==> src/rtl/d_pkg.sv <==
// Shared types for the d-engine processing path.
//
// Contents:
//   func_e      - engine function codes
//   arb_state_e - state of the function-engine arbiter
//   tag_width() - width of a return-path tag {requester id, last flag}
package d_pkg;

  typedef enum logic [1:0] {
    FnVcordic    = 2'd0,
    FnRcordic    = 2'd1,
    FnReciprocal = 2'd2
  } func_e;

  typedef enum logic {
    StIdle   = 1'b0,
    StLocked = 1'b1
  } arb_state_e;

  // Requester id bits plus one last-of-burst bit.
  function automatic int unsigned tag_width(input int unsigned nreq);
    return $clog2(nreq) + 1;
  endfunction

endpackage

==> src/rtl/fwft_sc_fifo.sv <==
// Single-clock first-word-fall-through FIFO storage.
//
// The word at the head is presented on head_o without a read strobe; a word
// pushed at a clock edge is visible at the head from the following cycle when
// the FIFO was empty. Occupancy is tracked by the caller, which must never push
// when full or pop when empty. DEPTH must be a power of two so the pointers
// wrap naturally.
//
// Ports:
//   clk, rstf   - clock, asynchronous active-low reset (clears pointers)
//   push_i      - write push_data_i at the tail
//   push_data_i - word to write
//   pop_i       - discard the head word
//   head_o      - current head word
module fwft_sc_fifo #(
  parameter int unsigned WIDTH = 2,
  parameter int unsigned DEPTH = 64
) (
  input  logic             clk,
  input  logic             rstf,
  input  logic             push_i,
  input  logic [WIDTH-1:0] push_data_i,
  input  logic             pop_i,
  output logic [WIDTH-1:0] head_o
);

  localparam int unsigned AW = (DEPTH > 1) ? $clog2(DEPTH) : 1;

  logic [AW-1:0]    wr_ptr_q, wr_ptr_d;
  logic [AW-1:0]    rd_ptr_q, rd_ptr_d;
  logic [WIDTH-1:0] mem_q [DEPTH];

  always_comb begin
    wr_ptr_d = wr_ptr_q;
    rd_ptr_d = rd_ptr_q;
    if (push_i) wr_ptr_d = wr_ptr_q + AW'(1);
    if (pop_i)  rd_ptr_d = rd_ptr_q + AW'(1);
  end

  always_ff @(posedge clk or negedge rstf) begin
    if (!rstf) begin
      wr_ptr_q <= '0;
      rd_ptr_q <= '0;
    end else begin
      wr_ptr_q <= wr_ptr_d;
      rd_ptr_q <= rd_ptr_d;
    end
  end

  // Storage carries no reset; contents are only observed once pushed.
  always_ff @(posedge clk) begin
    if (push_i) mem_q[wr_ptr_q] <= push_data_i;
  end

  assign head_o = mem_q[rd_ptr_q];

endmodule

==> src/rtl/d_func_arb.sv <==
// Round-robin arbiter sharing one in-order math engine among NREQ requesters.
//
// A requester is granted for a whole burst (up to and including its t_last
// beat); the request path is a combinational mux onto the engine input. Every
// accepted beat pushes a tag {requester, last} into an in-order tag queue, and
// each engine result is steered back to the requester named by the head tag.
//
// Ports:
//   clk, rstf          - clock, asynchronous active-low reset
//   t_data/t_last/t_valid/t_ready - per-requester request streams
//   e_tdata/e_tvalid/e_tready     - engine input
//   e_idata/e_ivalid/e_iready     - engine result
//   i_data/i_last      - result data/last, shared by all requesters
//   i_valid/i_ready    - per-requester result handshake
//   grant_id           - current or most recent granted requester
//   busy               - burst in progress or results still outstanding
//   err_orphan         - sticky: engine result arrived with no tag queued
module d_func_arb
  import d_pkg::*;
#(
  parameter int unsigned NREQ      = 2,
  parameter int unsigned WIDTH     = 32,
  parameter int unsigned TAG_DEPTH = 64
) (
  input  logic                    clk,
  input  logic                    rstf,
  input  logic [NREQ*WIDTH-1:0]   t_data,
  input  logic [NREQ-1:0]         t_last,
  input  logic [NREQ-1:0]         t_valid,
  output logic [NREQ-1:0]         t_ready,
  output logic [WIDTH-1:0]        e_tdata,
  output logic                    e_tvalid,
  input  logic                    e_tready,
  input  logic [WIDTH-1:0]        e_idata,
  input  logic                    e_ivalid,
  output logic                    e_iready,
  output logic [WIDTH-1:0]        i_data,
  output logic                    i_last,
  output logic [NREQ-1:0]         i_valid,
  input  logic [NREQ-1:0]         i_ready,
  output logic [$clog2(NREQ)-1:0] grant_id,
  output logic                    busy,
  output logic                    err_orphan
);

  localparam int unsigned GW = $clog2(NREQ);
  localparam int unsigned TW = tag_width(NREQ);
  localparam int unsigned CW = $clog2(TAG_DEPTH) + 1;

  arb_state_e       state_q, state_d;
  logic [GW-1:0]    grant_q, grant_d;
  logic [GW-1:0]    rr_q, rr_d;
  logic [CW-1:0]    count_q, count_d;
  logic             err_q, err_d;

  logic             tag_full, tag_empty;
  logic             push, pop;
  logic [TW-1:0]    push_tag, head_tag;
  logic [GW-1:0]    head_id;
  logic             head_last;

  // First requesting index at or after ptr, wrapping. Two passes avoid a
  // modulo on the index.
  function automatic logic [GW-1:0] rr_pick(input logic [NREQ-1:0] req,
                                            input logic [GW-1:0]   ptr);
    logic [GW-1:0] pick;
    logic          found;
    pick  = ptr;
    found = 1'b0;
    for (int unsigned r = 0; r < NREQ; r++) begin
      if (!found && (r >= 32'(ptr)) && req[r]) begin
        pick  = GW'(r);
        found = 1'b1;
      end
    end
    for (int unsigned r = 0; r < NREQ; r++) begin
      if (!found && (r < 32'(ptr)) && req[r]) begin
        pick  = GW'(r);
        found = 1'b1;
      end
    end
    return pick;
  endfunction

  function automatic logic [GW-1:0] next_id(input logic [GW-1:0] id);
    if (32'(id) == NREQ - 1) return '0;
    return id + GW'(1);
  endfunction

  // Registered occupancy only: a pop in the same cycle does not free a slot
  // for a push, keeping tag_full off the engine-result timing path.
  assign tag_full  = (count_q == CW'(TAG_DEPTH));
  assign tag_empty = (count_q == '0);

  // Request side: grant FSM and burst mux.
  always_comb begin
    state_d  = state_q;
    grant_d  = grant_q;
    rr_d     = rr_q;
    t_ready  = '0;
    e_tvalid = 1'b0;
    e_tdata  = '0;
    push     = 1'b0;
    push_tag = '0;
    unique case (state_q)
      StIdle: begin
        if (|t_valid) begin
          grant_d = rr_pick(t_valid, rr_q);
          state_d = StLocked;
        end
      end
      StLocked: begin
        for (int unsigned r = 0; r < NREQ; r++) begin
          if (grant_q == GW'(r)) begin
            e_tdata    = t_data[r*WIDTH +: WIDTH];
            e_tvalid   = t_valid[r] & ~tag_full;
            t_ready[r] = e_tready & ~tag_full;
            push       = t_valid[r] & e_tready & ~tag_full;
            push_tag   = {grant_q, t_last[r]};
            if (push && t_last[r]) begin
              rr_d    = next_id(grant_q);
              state_d = StIdle;
            end
          end
        end
      end
      default: state_d = StIdle;
    endcase
  end

  // Return side: steer the engine result to the head tag's requester.
  assign head_id   = head_tag[TW-1:1];
  assign head_last = head_tag[0];

  always_comb begin
    i_valid  = '0;
    e_iready = 1'b0;
    for (int unsigned r = 0; r < NREQ; r++) begin
      if (head_id == GW'(r)) begin
        i_valid[r] = e_ivalid & ~tag_empty;
        e_iready   = i_ready[r] & ~tag_empty;
      end
    end
  end

  assign pop    = e_ivalid & e_iready;
  assign i_data = e_idata;
  assign i_last = head_last & ~tag_empty;

  always_comb begin
    err_d   = err_q | (e_ivalid & tag_empty);
    count_d = count_q;
    unique case ({push, pop})
      2'b10:   count_d = count_q + CW'(1);
      2'b01:   count_d = count_q - CW'(1);
      default: count_d = count_q;
    endcase
  end

  always_ff @(posedge clk or negedge rstf) begin
    if (!rstf) begin
      state_q <= StIdle;
      grant_q <= '0;
      rr_q    <= '0;
      count_q <= '0;
      err_q   <= 1'b0;
    end else begin
      state_q <= state_d;
      grant_q <= grant_d;
      rr_q    <= rr_d;
      count_q <= count_d;
      err_q   <= err_d;
    end
  end

  fwft_sc_fifo #(
    .WIDTH(TW),
    .DEPTH(TAG_DEPTH)
  ) u_tag_q (
    .clk        (clk),
    .rstf       (rstf),
    .push_i     (push),
    .push_data_i(push_tag),
    .pop_i      (pop),
    .head_o     (head_tag)
  );

  assign grant_id   = grant_q;
  assign busy       = (state_q == StLocked) | ~tag_empty;
  assign err_orphan = err_q;

endmodule

==> config.mk <==
export PLATFORM = sky130hd
export DESIGN_NAME = d_func_arb
export DESIGN_NICKNAME = d
export VERILOG_FILES = /design/src/rtl/d_pkg.sv /design/src/rtl/fwft_sc_fifo.sv /design/src/rtl/d_func_arb.sv
export SDC_FILE = /design/constraint.sdc
export NUM_CORES = 1
export LEC_CHECK = 0
export CAP_MARGIN = 20
export CELL_PAD_IN_SITES_DETAIL_PLACEMENT = 1
export CELL_PAD_IN_SITES_GLOBAL_PLACEMENT = 1
export CORE_AREA = 2 2 175 177
export CTS_CLUSTER_SIZE = 20
export DETAILED_ROUTE_END_ITERATION = 7
export DIE_AREA = 0 0 177 179
export GPL_TIMING_DRIVEN = 0
export PLACE_DENSITY = 0.64
export SYNTH_ARGS = -nofsm -noshare
export SYNTH_HDL_FRONTEND = slang
export SYNTH_SLANG_ARGS = --single-unit
==> constraint.sdc <==
create_clock -name clk -period 4.4 [get_ports clk]
set_input_delay 0.88 -clock clk [delete_from_list [all_inputs] [get_ports clk]]
set_output_delay 0.88 -clock clk [all_outputs]
set_load 0.02 [all_outputs]
==> impl_metrics.toml <==
[pwr]
cellPowerDensity_mw_per_mm2 = 618
power_leakage_nw = 3.52
vdd.ir_drop.worst_mv = 0.348

[clocking]
clk_latency_ns = 0.43
tritoncts = "yes"
numCtsBuffers = 17
clkSinkCount = 151
clockBufferDepth = 2
cts_htree_levels = 4
clk_pin_slew_worst_paths_ns = 0.06
cts-root-buf = "clkbuf_16"
cts-hold-fix-buffers = 0

[setup_path]
end_kind = "output port"
crit_type = "reg2out"
worstPathArrival_ns = 3.38
setup.worst_path.start_class = "flop"
crit_path_max_incr_delay_ns = 0.51
crit_chain = "buf_12 > buf_8 > clkbuf_4 > mux4_1 > mux4_2 > mux4_2 > nor2b_1 > dlygate4sd2_1"
crit_family = "multiplexers"
cp.buffers_inverters = 4
critPathRequiredTime_ns = 3.52
cp_max_fo = 10
cp_common_cell = "mux4_2"
regToRegSetupSlack_ns = 0.21
worst_path_max_delay_cell = "mux4_2"

[sta]
min_period_ns = 4.26
setup_viol = 0
finalHoldViolations = 0
finClkSkew_ns = 0.0153
min_period_over_period_pct = 96.8
slew_violations = 0
relSlewSlack_pct = 44.7
hold_slack_ns = 0.456
tightestPinTransition_ns = 0.828
max_freq_mhz = 235

[routing]
dr_total_vias = 4827
drc = 0
vias_per_cell = 4.39
dr.pass1.iters = 5
routed_wl_um = 20100
drt_iter0_drc = 308
wl_per_cell_um = 18.3
ant_nets = 0

[layout]
drive_gt1_share_pct = 18.5
n_antenna_cell = 0
utilization_pct = 33.3
nets = 806
final_cells = 1099
syn_to_final_growth_pct = 36.3
n_fill_cell = 3190

[run]
maxCapViolations = 0

[yosys]
synthAdderAreaFrac_pct = 1.64
netlist.top_cell.by_area = "edfxtp_1"
seq_area_frac_synth_pct = 60.2
synth_ff_type = "edfxtp_1"
yosysUniqueCellTypes = 53
ys_warn_count = 0
synthMuxAreaShare_pct = 17.6
synth_compound_area_share_pct = 2.29
ys_async_sr_fraction_pct = 15.2
avgSynthCellArea_um2 = 14.1
synthesis.nets = 635
syn_inst = 520
synth_area_leaders = "edfxtp_1 (52%), mux4_2 (10%), dfrtp_1 (7.8%), mux2i_1 (5.5%), nor2_1 (5.4%)"
synth_top_family_by_area = "multiplexers"
synth_xor_area_share_pct = 1.79
yosys.area_share.simple_pct = 10.8
yosysTopAreaCellShare_pct = 52.4
ys_seq_elements = 151
netlist_area_mm2 = 0.00734
synth-edff-count = 128

[run_status]
status = "finished clean"

[global_routing]
use_met1_pct = 15.2
grtUsageMet3_pct = 2.71
grt-ovfl-total = 0
first_global_vias = 4995
grt_max_degree = 51
use_met2_pct = 22.7
antenna_found_initial = 0
grt_pass1_wl_um = 29900
track_usage_pct = 12.7
grt_busiest_layer = "met2"

[floorplanning]
die-area_mm2 = 0.0317
die_width_um = 177
core_mm2 = 0.0300
initial_utilization_pct = 24.4
io_pins = 180
row_count = 64
die_y_um = 179

[placement]
gp_congestion = 0.705
port_buffers = 147
place_inst = 1066
dp_hpwl_um = 14200

[min_path]
hold_path_class = "reg2reg"
path summary, 6_finish.rpt:
path,from,to,cells past startpoint
max,u_tag_q.rd_ptr_q[1],i_last,8
min,err_orphan,err_orphan,1
max reg2reg,u_tag_q.rd_ptr_q[1],count_q[6],17
min reg2reg,err_orphan,err_orphan,1
max in group asynchronous,rstf,u_tag_q.rd_ptr_q[0],2
min in group asynchronous,rstf,count_q[6],1
power by group:
| part | internal (mW) | total [mW] | switching (mW) |
|---|---|---|---|
| clock | 0.777 | 1.36 | 0.585 |
| sequential | 1.84 | 1.94 | 0.105 |
| combinational | 1.33 | 2.87 | 1.54 |
cell type report:
class | count | area, um2 | area share (%)
timing repair buffer | 152 | 1550 | 15.5
clock inverter | 14 | 125 | 1.25
sequential | 151 | 4420 | 44.2
clock buffer | 17 | 425 | 4.26
tap | 396 | 495 | 4.96
buffer | 59 | 414 | 4.14
multi-input combinational | 301 | 2530 | 25.4
inverter | 9 | 33.8 | 0.338
sequential cells by signal (all words and copies together) (netlist names):
| name | flops |
|---|---|
| u_tag_q.mem_q | 128 |
| grant_id | 1 |
| err_orphan | 1 |
| rr_q | 1 |
| state_q | 1 |
| count_q | 7 |
| u_tag_q.rd_ptr_q | 6 |
| u_tag_q.wr_ptr_q | 6 |
cells in the final DEF, fill, tap and decap left out, types with 8 or more instances in the layout:
cell type	count
buf_4	37
clkbuf_1	11
clkbuf_16	17
clkdlybuf4s50_1	146
dfrtp_1	22
edfxtp_1	128
mux2i_1	40
mux4_2	34
nand2_1	26
nor2_1	104
nor2b_1	8
o21ai_0	9
xnor2_1	10
per-layer routing:
layer	share of wire (%)	routed length [um]
met4	1.1	216
met5	0	0
met3	4.9	992
met1	41	8200
met2	53	10700
what timing repair did:
action,CTS,global route
buffers inserted,2,0
pin swaps,1,1
resized for setup,11,6
endpoints found under the setup margin,2,3
synthesized netlist by cell type, types with 5 or more instances:
cell type	n
buf_2	5
clkbuf_1	12
inv_1	7
mux2i_1	40
nand3_1	6
buf_4	32
buf_1	6
nor2b_1	8
ha_1	8
and2_1	5
a21oi_1	5
mux4_2	34
o21ai_0	9
xor2_1	5
dfrtp_1	23
xnor2_1	10
edfxtp_1	128
nor2_1	105
nand2_1	26
stage by stage:
stage	TNS [ns]	cell area, um2	worst slack [ns]	power (mW)
floorplan	0	7340	0.555	3.74
global placement	-73.59	9300	-1.14	4.71
detailed placement	-0.549	9380	-0.397	4.79
CTS	0	9970	0.00217	6.22
global route	-0.0234	10000	-0.0234	6.52
finish	0	10000	0.139	6.18
logic make-up after synthesis:
logic type                 count (synthesis)
and+or+nand+nor                          173
AOI/OAI and AO/OA                         24
DFF                                      151
xor gates and xnor gates                  15
adders and majority gates                  9
buffers and inverters                     68
muxes                                     80
Power figures use the tool's default switching activity.
